[src/rtl/mux_arb_2x1.sv]
// ---------------------------------------------------------------------------
// mux_arb_2x1
//
// Two-requester arbiter feeding a registered 2:1 mux output with a
// valid/ready style downstream port.
//
// A winner is chosen only while the FSM is IDLE. The winner's data is
// captured into y, y_valid is raised and a one-cycle grant pulse tells the
// requester its data was taken. The block then sits in BUSY until the
// downstream accepts y, counts the completed transfer and returns to IDLE.
//
// Handshake: a transfer completes on a rising clk edge where y_valid=1 and
// y_ready=1. While y_valid=1, y is held stable. y_ready has no effect while
// y_valid=0. Requesters must hold data stable while req is high and must
// drop or update req/data on the edge after their grant; a request still
// high when the block is next IDLE is taken as a new request.
//
// Optional feature macro: MUX_ARB_FIXED_PRIO_EN
//   defined   -> fixed priority, A always beats B (sel_last still tracked)
//   undefined -> round-robin using sel_last
//
// Parameters:
//   N   data width of each source and of y
//   CW  width of the saturating transfer counter
//
// Ports:
//   clk          clock, rising edge
//   rst          asynchronous active-high reset
//   req_a/req_b  request from requester A/B
//   data_a/data_b requester data
//   gnt_a/gnt_b  registered one-cycle capture pulses
//   y            registered shared output
//   y_valid      y holds a transfer not yet accepted
//   y_ready      downstream accepts y
//   sel_last     last winner (1 = A, 0 = B)
//   xfer_cnt     saturating count of completed transfers
//   fsm_state_o  current FSM state (0 = IDLE, 1 = BUSY), debug visibility
// ---------------------------------------------------------------------------
module mux_arb_2x1 #(
    parameter int N  = 2,
    parameter int CW = 8
) (
    input  logic          clk,
    input  logic          rst,
    input  logic          req_a,
    input  logic [N-1:0]  data_a,
    input  logic          req_b,
    input  logic [N-1:0]  data_b,
    output logic          gnt_a,
    output logic          gnt_b,
    output logic [N-1:0]  y,
    output logic          y_valid,
    input  logic          y_ready,
    output logic          sel_last,
    output logic [CW-1:0] xfer_cnt,
    output logic          fsm_state_o
);

    localparam logic [0:0] IDLE = 1'b0;
    localparam logic [0:0] BUSY = 1'b1;

    localparam logic [CW-1:0] CNT_ONE = {{(CW-1){1'b0}}, 1'b1};
    localparam logic [CW-1:0] CNT_MAX = {CW{1'b1}};

    logic [0:0]    state_q,    state_d;
    logic [N-1:0]  y_q,        y_d;
    logic          y_valid_q,  y_valid_d;
    logic          gnt_a_q,    gnt_a_d;
    logic          gnt_b_q,    gnt_b_d;
    logic          sel_last_q, sel_last_d;
    logic [CW-1:0] xfer_cnt_q, xfer_cnt_d;

    logic win_a;
    logic win_b;

    // Winner selection. B can only win when A does not, so the two grants
    // are mutually exclusive by construction.
`ifdef MUX_ARB_FIXED_PRIO_EN
    assign win_a = req_a;
`else
    // With both requesting, the one that did not win last time goes.
    // sel_last resets to 0 (B), so the first contested grant goes to A.
    assign win_a = req_a && (!req_b || !sel_last_q);
`endif
    assign win_b = req_b && !win_a;

    always_comb begin
        state_d    = state_q;
        y_d        = y_q;
        y_valid_d  = y_valid_q;
        gnt_a_d    = 1'b0;
        gnt_b_d    = 1'b0;
        sel_last_d = sel_last_q;
        xfer_cnt_d = xfer_cnt_q;

        case (state_q)
            IDLE: begin
                if (win_a) begin
                    y_d        = data_a;
                    y_valid_d  = 1'b1;
                    gnt_a_d    = 1'b1;
                    sel_last_d = 1'b1;
                    state_d    = BUSY;
                end else if (win_b) begin
                    y_d        = data_b;
                    y_valid_d  = 1'b1;
                    gnt_b_d    = 1'b1;
                    sel_last_d = 1'b0;
                    state_d    = BUSY;
                end
            end
            BUSY: begin
                // Requests are not looked at here; y stays put until taken.
                if (y_valid_q && y_ready) begin
                    y_valid_d = 1'b0;
                    if (xfer_cnt_q != CNT_MAX) begin
                        xfer_cnt_d = xfer_cnt_q + CNT_ONE;
                    end
                    state_d = IDLE;
                end
            end
            default: begin
                state_d = IDLE;
            end
        endcase
    end

    always_ff @(posedge clk or posedge rst) begin
        if (rst) begin
            state_q    <= IDLE;
            y_q        <= '0;
            y_valid_q  <= 1'b0;
            gnt_a_q    <= 1'b0;
            gnt_b_q    <= 1'b0;
            sel_last_q <= 1'b0;
            xfer_cnt_q <= '0;
        end else begin
            state_q    <= state_d;
            y_q        <= y_d;
            y_valid_q  <= y_valid_d;
            gnt_a_q    <= gnt_a_d;
            gnt_b_q    <= gnt_b_d;
            sel_last_q <= sel_last_d;
            xfer_cnt_q <= xfer_cnt_d;
        end
    end

    assign gnt_a       = gnt_a_q;
    assign gnt_b       = gnt_b_q;
    assign y           = y_q;
    assign y_valid     = y_valid_q;
    assign sel_last    = sel_last_q;
    assign xfer_cnt    = xfer_cnt_q;
    assign fsm_state_o = state_q;

endmodule

[config.mk]
export PLATFORM = sky130hd
export DESIGN_NAME = mux_arb_2x1
export DESIGN_NICKNAME = d
export VERILOG_FILES = /design/src/rtl/mux_arb_2x1.sv
export SDC_FILE = /design/constraint.sdc
export NUM_CORES = 1
export LEC_CHECK = 0
export BUFFER_PORTS_ARGS = -buffer_cell sky130_fd_sc_hd__buf_2
export CAP_MARGIN = 10
export CORE_ASPECT_RATIO = 0.9
export CORE_UTILIZATION = 51
export DETAILED_ROUTE_END_ITERATION = 6
export PLACE_DENSITY = 0.77
export REMOVE_ABC_BUFFERS = 1
export SYNTH_ARGS = -nofsm -noshare
export SYNTH_HDL_FRONTEND = slang
export SYNTH_SLANG_ARGS = --single-unit
[constraint.sdc]
create_clock -name clk -period 3.96 [get_ports clk]
set_clock_uncertainty 0.1 [all_clocks]
set_input_delay 0.792 -clock clk [delete_from_list [all_inputs] [get_ports clk]]
set_output_delay 0.792 -clock clk [all_outputs]
set_load 0.03 [all_outputs]
## After elaboration in Yosys (flattened, before gate mapping)

Cells that the tools add are included.
W data, S select, Z words.

| storage, ports and cells | value |
|---|---|
| logic and storage cells | 39 |
| register bits | 15 |
| output and inout bits | 15 |

| operators by class | value |
|---|---|
| bitwise logic cells | 1 |
| $add $sub $neg | 1 |
| reduce and logical (&&, ||, !) cells | 11 |
| mux-type cells | 16 |
| equality and inequality tests | 3 |

Operators with widths:

| kind | number |
|---|---|
| $mux W1 | 12 |
| $add A8 B1 Y8 const B | 1 |
| $ne A8 B8 Y1 const B | 1 |
| $mux W2 | 2 |
| $pmux W1 S2 | 2 |
| $reduce_and A2 Y1 | 2 |
| $logic_and A1 B1 Y1 | 3 |
| $logic_not A1 Y1 | 3 |
| $ne A3 B3 Y1 const B | 1 |
| $reduce_and A3 Y1 | 1 |
| $ne A2 B1 Y1 const B | 1 |
| $reduce_bool A2 Y1 | 1 |
| $logic_or A1 B1 Y1 | 1 |
| $not A1 Y1 | 1 |

## Logic depth before layout (Yosys ltp)

| logic depth | value |
|---|---|
| depth after elaboration | 8 |
| gate-level depth with buffers | 4 |

## Least setup slack after synthesis

OpenSTA, ideal clock, no wires.

| path | value |
|---|---|
| path type | input to register |
| start | in y_ready |
| end | reg xfer_cnt_q[7] (netlist: xfer_cnt[7]) |
| library setup time | 0.128 ns |
| data arrival time | 1.491 ns |
| stages on the path | 3 |
| setup slack | 2.242 ns |
| data required time | 3.732 ns |
| buffers on the path | 0 |
| path through | nand3_2 nor4_2 mux2_1 |

| between the ends | value |
|---|---|
| cells in the longest elaborated chain, start to end | 2 |

Ends and longest elaborated chain:

| item | line | source |
|---|---|---|
| start, declared | 53 | `input logic y_ready,` |
| $logic_and A1 B1 Y1 | 114 | `if (y_valid_q && y_ready) begin` |
| $reduce_and A3 Y1 (no line) | - |  |
| end signal, assigned | 144 | `xfer_cnt_q <= xfer_cnt_d;` |
| end, declared | 71 | `logic [CW-1:0] xfer_cnt_q, xfer_cnt_d;` |

No other way between the ends.
A chain may end at the register's enable or synchronous reset.

## Final worst setup path

| path | value |
|---|---|
| start | reg xfer_cnt_q[4] (netlist: xfer_cnt[4]) |
| end | out xfer_cnt[4] |

RTL lines:

| item | line | source |
|---|---|---|
| end, declared | 55 | `output logic [CW-1:0] xfer_cnt,` |

No word-level cell between the ends.

==> out/results.ini <==
[grt]
grt_overflow_total=0
grt_start_max_net_pins=16
grt_pass1_vias=447
grt.total_usage=0.188
antenna_found_initial=0
grt_pass1_wl_um=2170

[route]
ant_nets=0
wire_per_inst_um=13.3
vias=587
routed_wl_um=1410
viasPerCell=5.54
drc=0
drt_iter0_drc=27
dr.pass1.iters=4

[worst_setup_path]
path_depth=1
start_kind=register
worstPathArrival_ns=1.04
worst_r2r_path_depth=4
max_stage_delay_ns=0.50
path_delay_family=flip-flops
critPathRequiredTime_ns=3.07
crit_path_cell_trace=buf_2
crit_fanout=7
critPathCapture=xfer_cnt[4]
r2r_start=xfer_cnt[0]$_DFFE_PP0P_
ff2ff_setup_slack_ns=2.38
crit_path_end_kind=primary output
timing.rr.end=xfer_cnt[1]$_DFFE_PP0P_
slowest_stage=dfrtp_1
crit_type=register to primary output
crit_start=xfer_cnt[4]$_DFFE_PP0P_
crit_buf_inv=1

[sta]
drv_slew=0
setup_violations=0
worstMarginPinSlew_ns=0.559
relSlewSlack=0.627
period_share=0.487
timing.fmax_mhz=519
setup_tns_ns=0
rsz0062_at_grt=no
finalCriticalPeriod_ns=1.93
hold_viol_final=0

[yosys]
synth_top_area_cell=dfrtp_1
ys_warn_count=0
synth_cells=65
synth_seq_cells=15
synth.area.top_cells=dfrtp_1, mux2_1, mux2_2, nand2_1, nand4_4
synth_edf_count=0
synth_seq_area_share=0.507
async_flop_share=1.00
post_synth_instance_area_um2=741
netlist.area_leader.share=0.507
synth_cell_types=25
ys.flop_type=dfrtp_1
avgSynthCellArea_um2=11.4

[floorplanning]
num_rows=12
ios=24
dieWidth_um=42.2
coreArea_um2=1290
initial_core_util=0.574
die-area_um2=1610
die_y_um=38.2

[placed_design]
post-dp-hpwl_um=1050
dpl.cell_count=102
gp_congestion=0.808
port_buffers=23

[power]
power_mw=0.677
ir_drop_uv=422
p_per_area_nw_per_um2=751
p_leak_nw=0.442

[cts]
htreeDepth=1
clk_path_buf_depth=2
post-cts-setup-buffer-count=0
clock_latency_ns=0.28
cts_made_buffers=3
clkSinkCount=15
holdBufCountCts=0
cts.clk_slew.worst_paths_ns=0.09
clockRootBuffer=clkbuf_4
tritoncts=built
post_cts_resized=0

[run_status]
status=finished, final reports clean

[layout]
syn_to_final_growth_pct=21.6
diodes=0
fin_cells=106
finalNetCount=103
drive_gt1_frac=0.391

[worst_hold_path]
hold_class=register to register

[flow_run]
cap_violations=0

layout by cell type (no fill, tap or decap):
| master | instances |
|---|---|
| a21o_1 | 1 |
| a21oi_1 | 3 |
| and3_4 | 1 |
| buf_2 | 23 |
| clkbuf_4 | 3 |
| clkinv_2 | 1 |
| dfrtp_1 | 15 |
| ha_1 | 1 |
| inv_1 | 5 |
| mux2_1 | 4 |
| mux2_2 | 2 |
| mux2_4 | 1 |
| nand2_1 | 6 |
| nand2b_1 | 3 |
| nand3_1 | 2 |
| nand3_2 | 1 |
| nand4_1 | 2 |
| nand4_4 | 1 |
| nor2_1 | 3 |
| nor2b_1 | 1 |
| nor3_1 | 3 |
| nor4_2 | 1 |
| o21ai_0 | 2 |
| o21ai_1 | 2 |
| o21ba_2 | 1 |
| o31ai_4 | 1 |
| o32ai_1 | 2 |
| xnor2_1 | 1 |
sequential cells by signal (all words and copies together), names as in the netlist:
register,count
y_valid,1
fsm_state_o,1
xfer_cnt,8
y,2
sel_last,1
gnt_b,1
gnt_a,1
cell families after synthesis:
family	count (synthesis)	synth area share
buffers and inverters	5	0.0253
muxes	7	0.111
xor gates and xnor gates	1	0.0118
adders and majority gates	1	0.0169
DFF	15	0.507
AOI/OAI and AO/OA	12	0.123
and+or+nand+nor	24	0.204
metrics by stage:
step / setup slack (ns) / hold slack [ns] / cell area, µm² / utilization
floorplan: 2.24 / 0.591 / 741 / -
global placement: 2.11 / 0.426 / 873 / 0.676
detailed placement: 2.07 / 0.429 / 873 / 0.676
CTS: 2.03 / 0.442 / 901 / 0.698
global route: 1.97 / 0.475 / 901 / 0.698
finish: 2.03 / 0.439 / 901 / 0.698
synthesized netlist by cell type, types with 3 or more instances:
cell      count
inv_1         5
dfrtp_1      15
mux2_1        4
a21oi_1       3
nor2_1        3
nor3_1        3
nand2b_1      3
nand2_1       6
report_power, final:
part	internal [mW]	switching, mW
Sequential	0.207	0.0672
Clock	0.0374	0.0484
Combinational	0.110	0.206
Total	0.355	0.322
per-layer routing:
layer	track usage	up-vias	wire length (µm)
met1	0.301	274	711
met2	0.227	25	594
li1	-	286	-
met5	0	-	0
met3	0.0283	2	94
met4	0.117	0	10
area by class of cell:
type	instances	area, µm²
fillers	105	390
flip-flops and latches	15	375
multi-input cells	45	347
repair buffers	23	115
clock buffers	3	22.5
inverters	5	18.8
well taps	14	17.5
clock inverters	1	5.00
how the worst min path moves through the flow:
stage	from	to	slack, ns	cells after the start
after floorplan	rst	fsm_state_o$_DFF_PP0_	0.59	1
after global placement	sel_last$_DFFE_PP0P_	sel_last$_DFFE_PP0P_	0.43	1
after detailed placement	sel_last$_DFFE_PP0P_	sel_last$_DFFE_PP0P_	0.43	1
after CTS	sel_last$_DFFE_PP0P_	sel_last$_DFFE_PP0P_	0.44	1
after global routing	sel_last$_DFFE_PP0P_	sel_last$_DFFE_PP0P_	0.48	1
final	sel_last$_DFFE_PP0P_	sel_last$_DFFE_PP0P_	0.44	1
(Power assumes the default switching activity.)
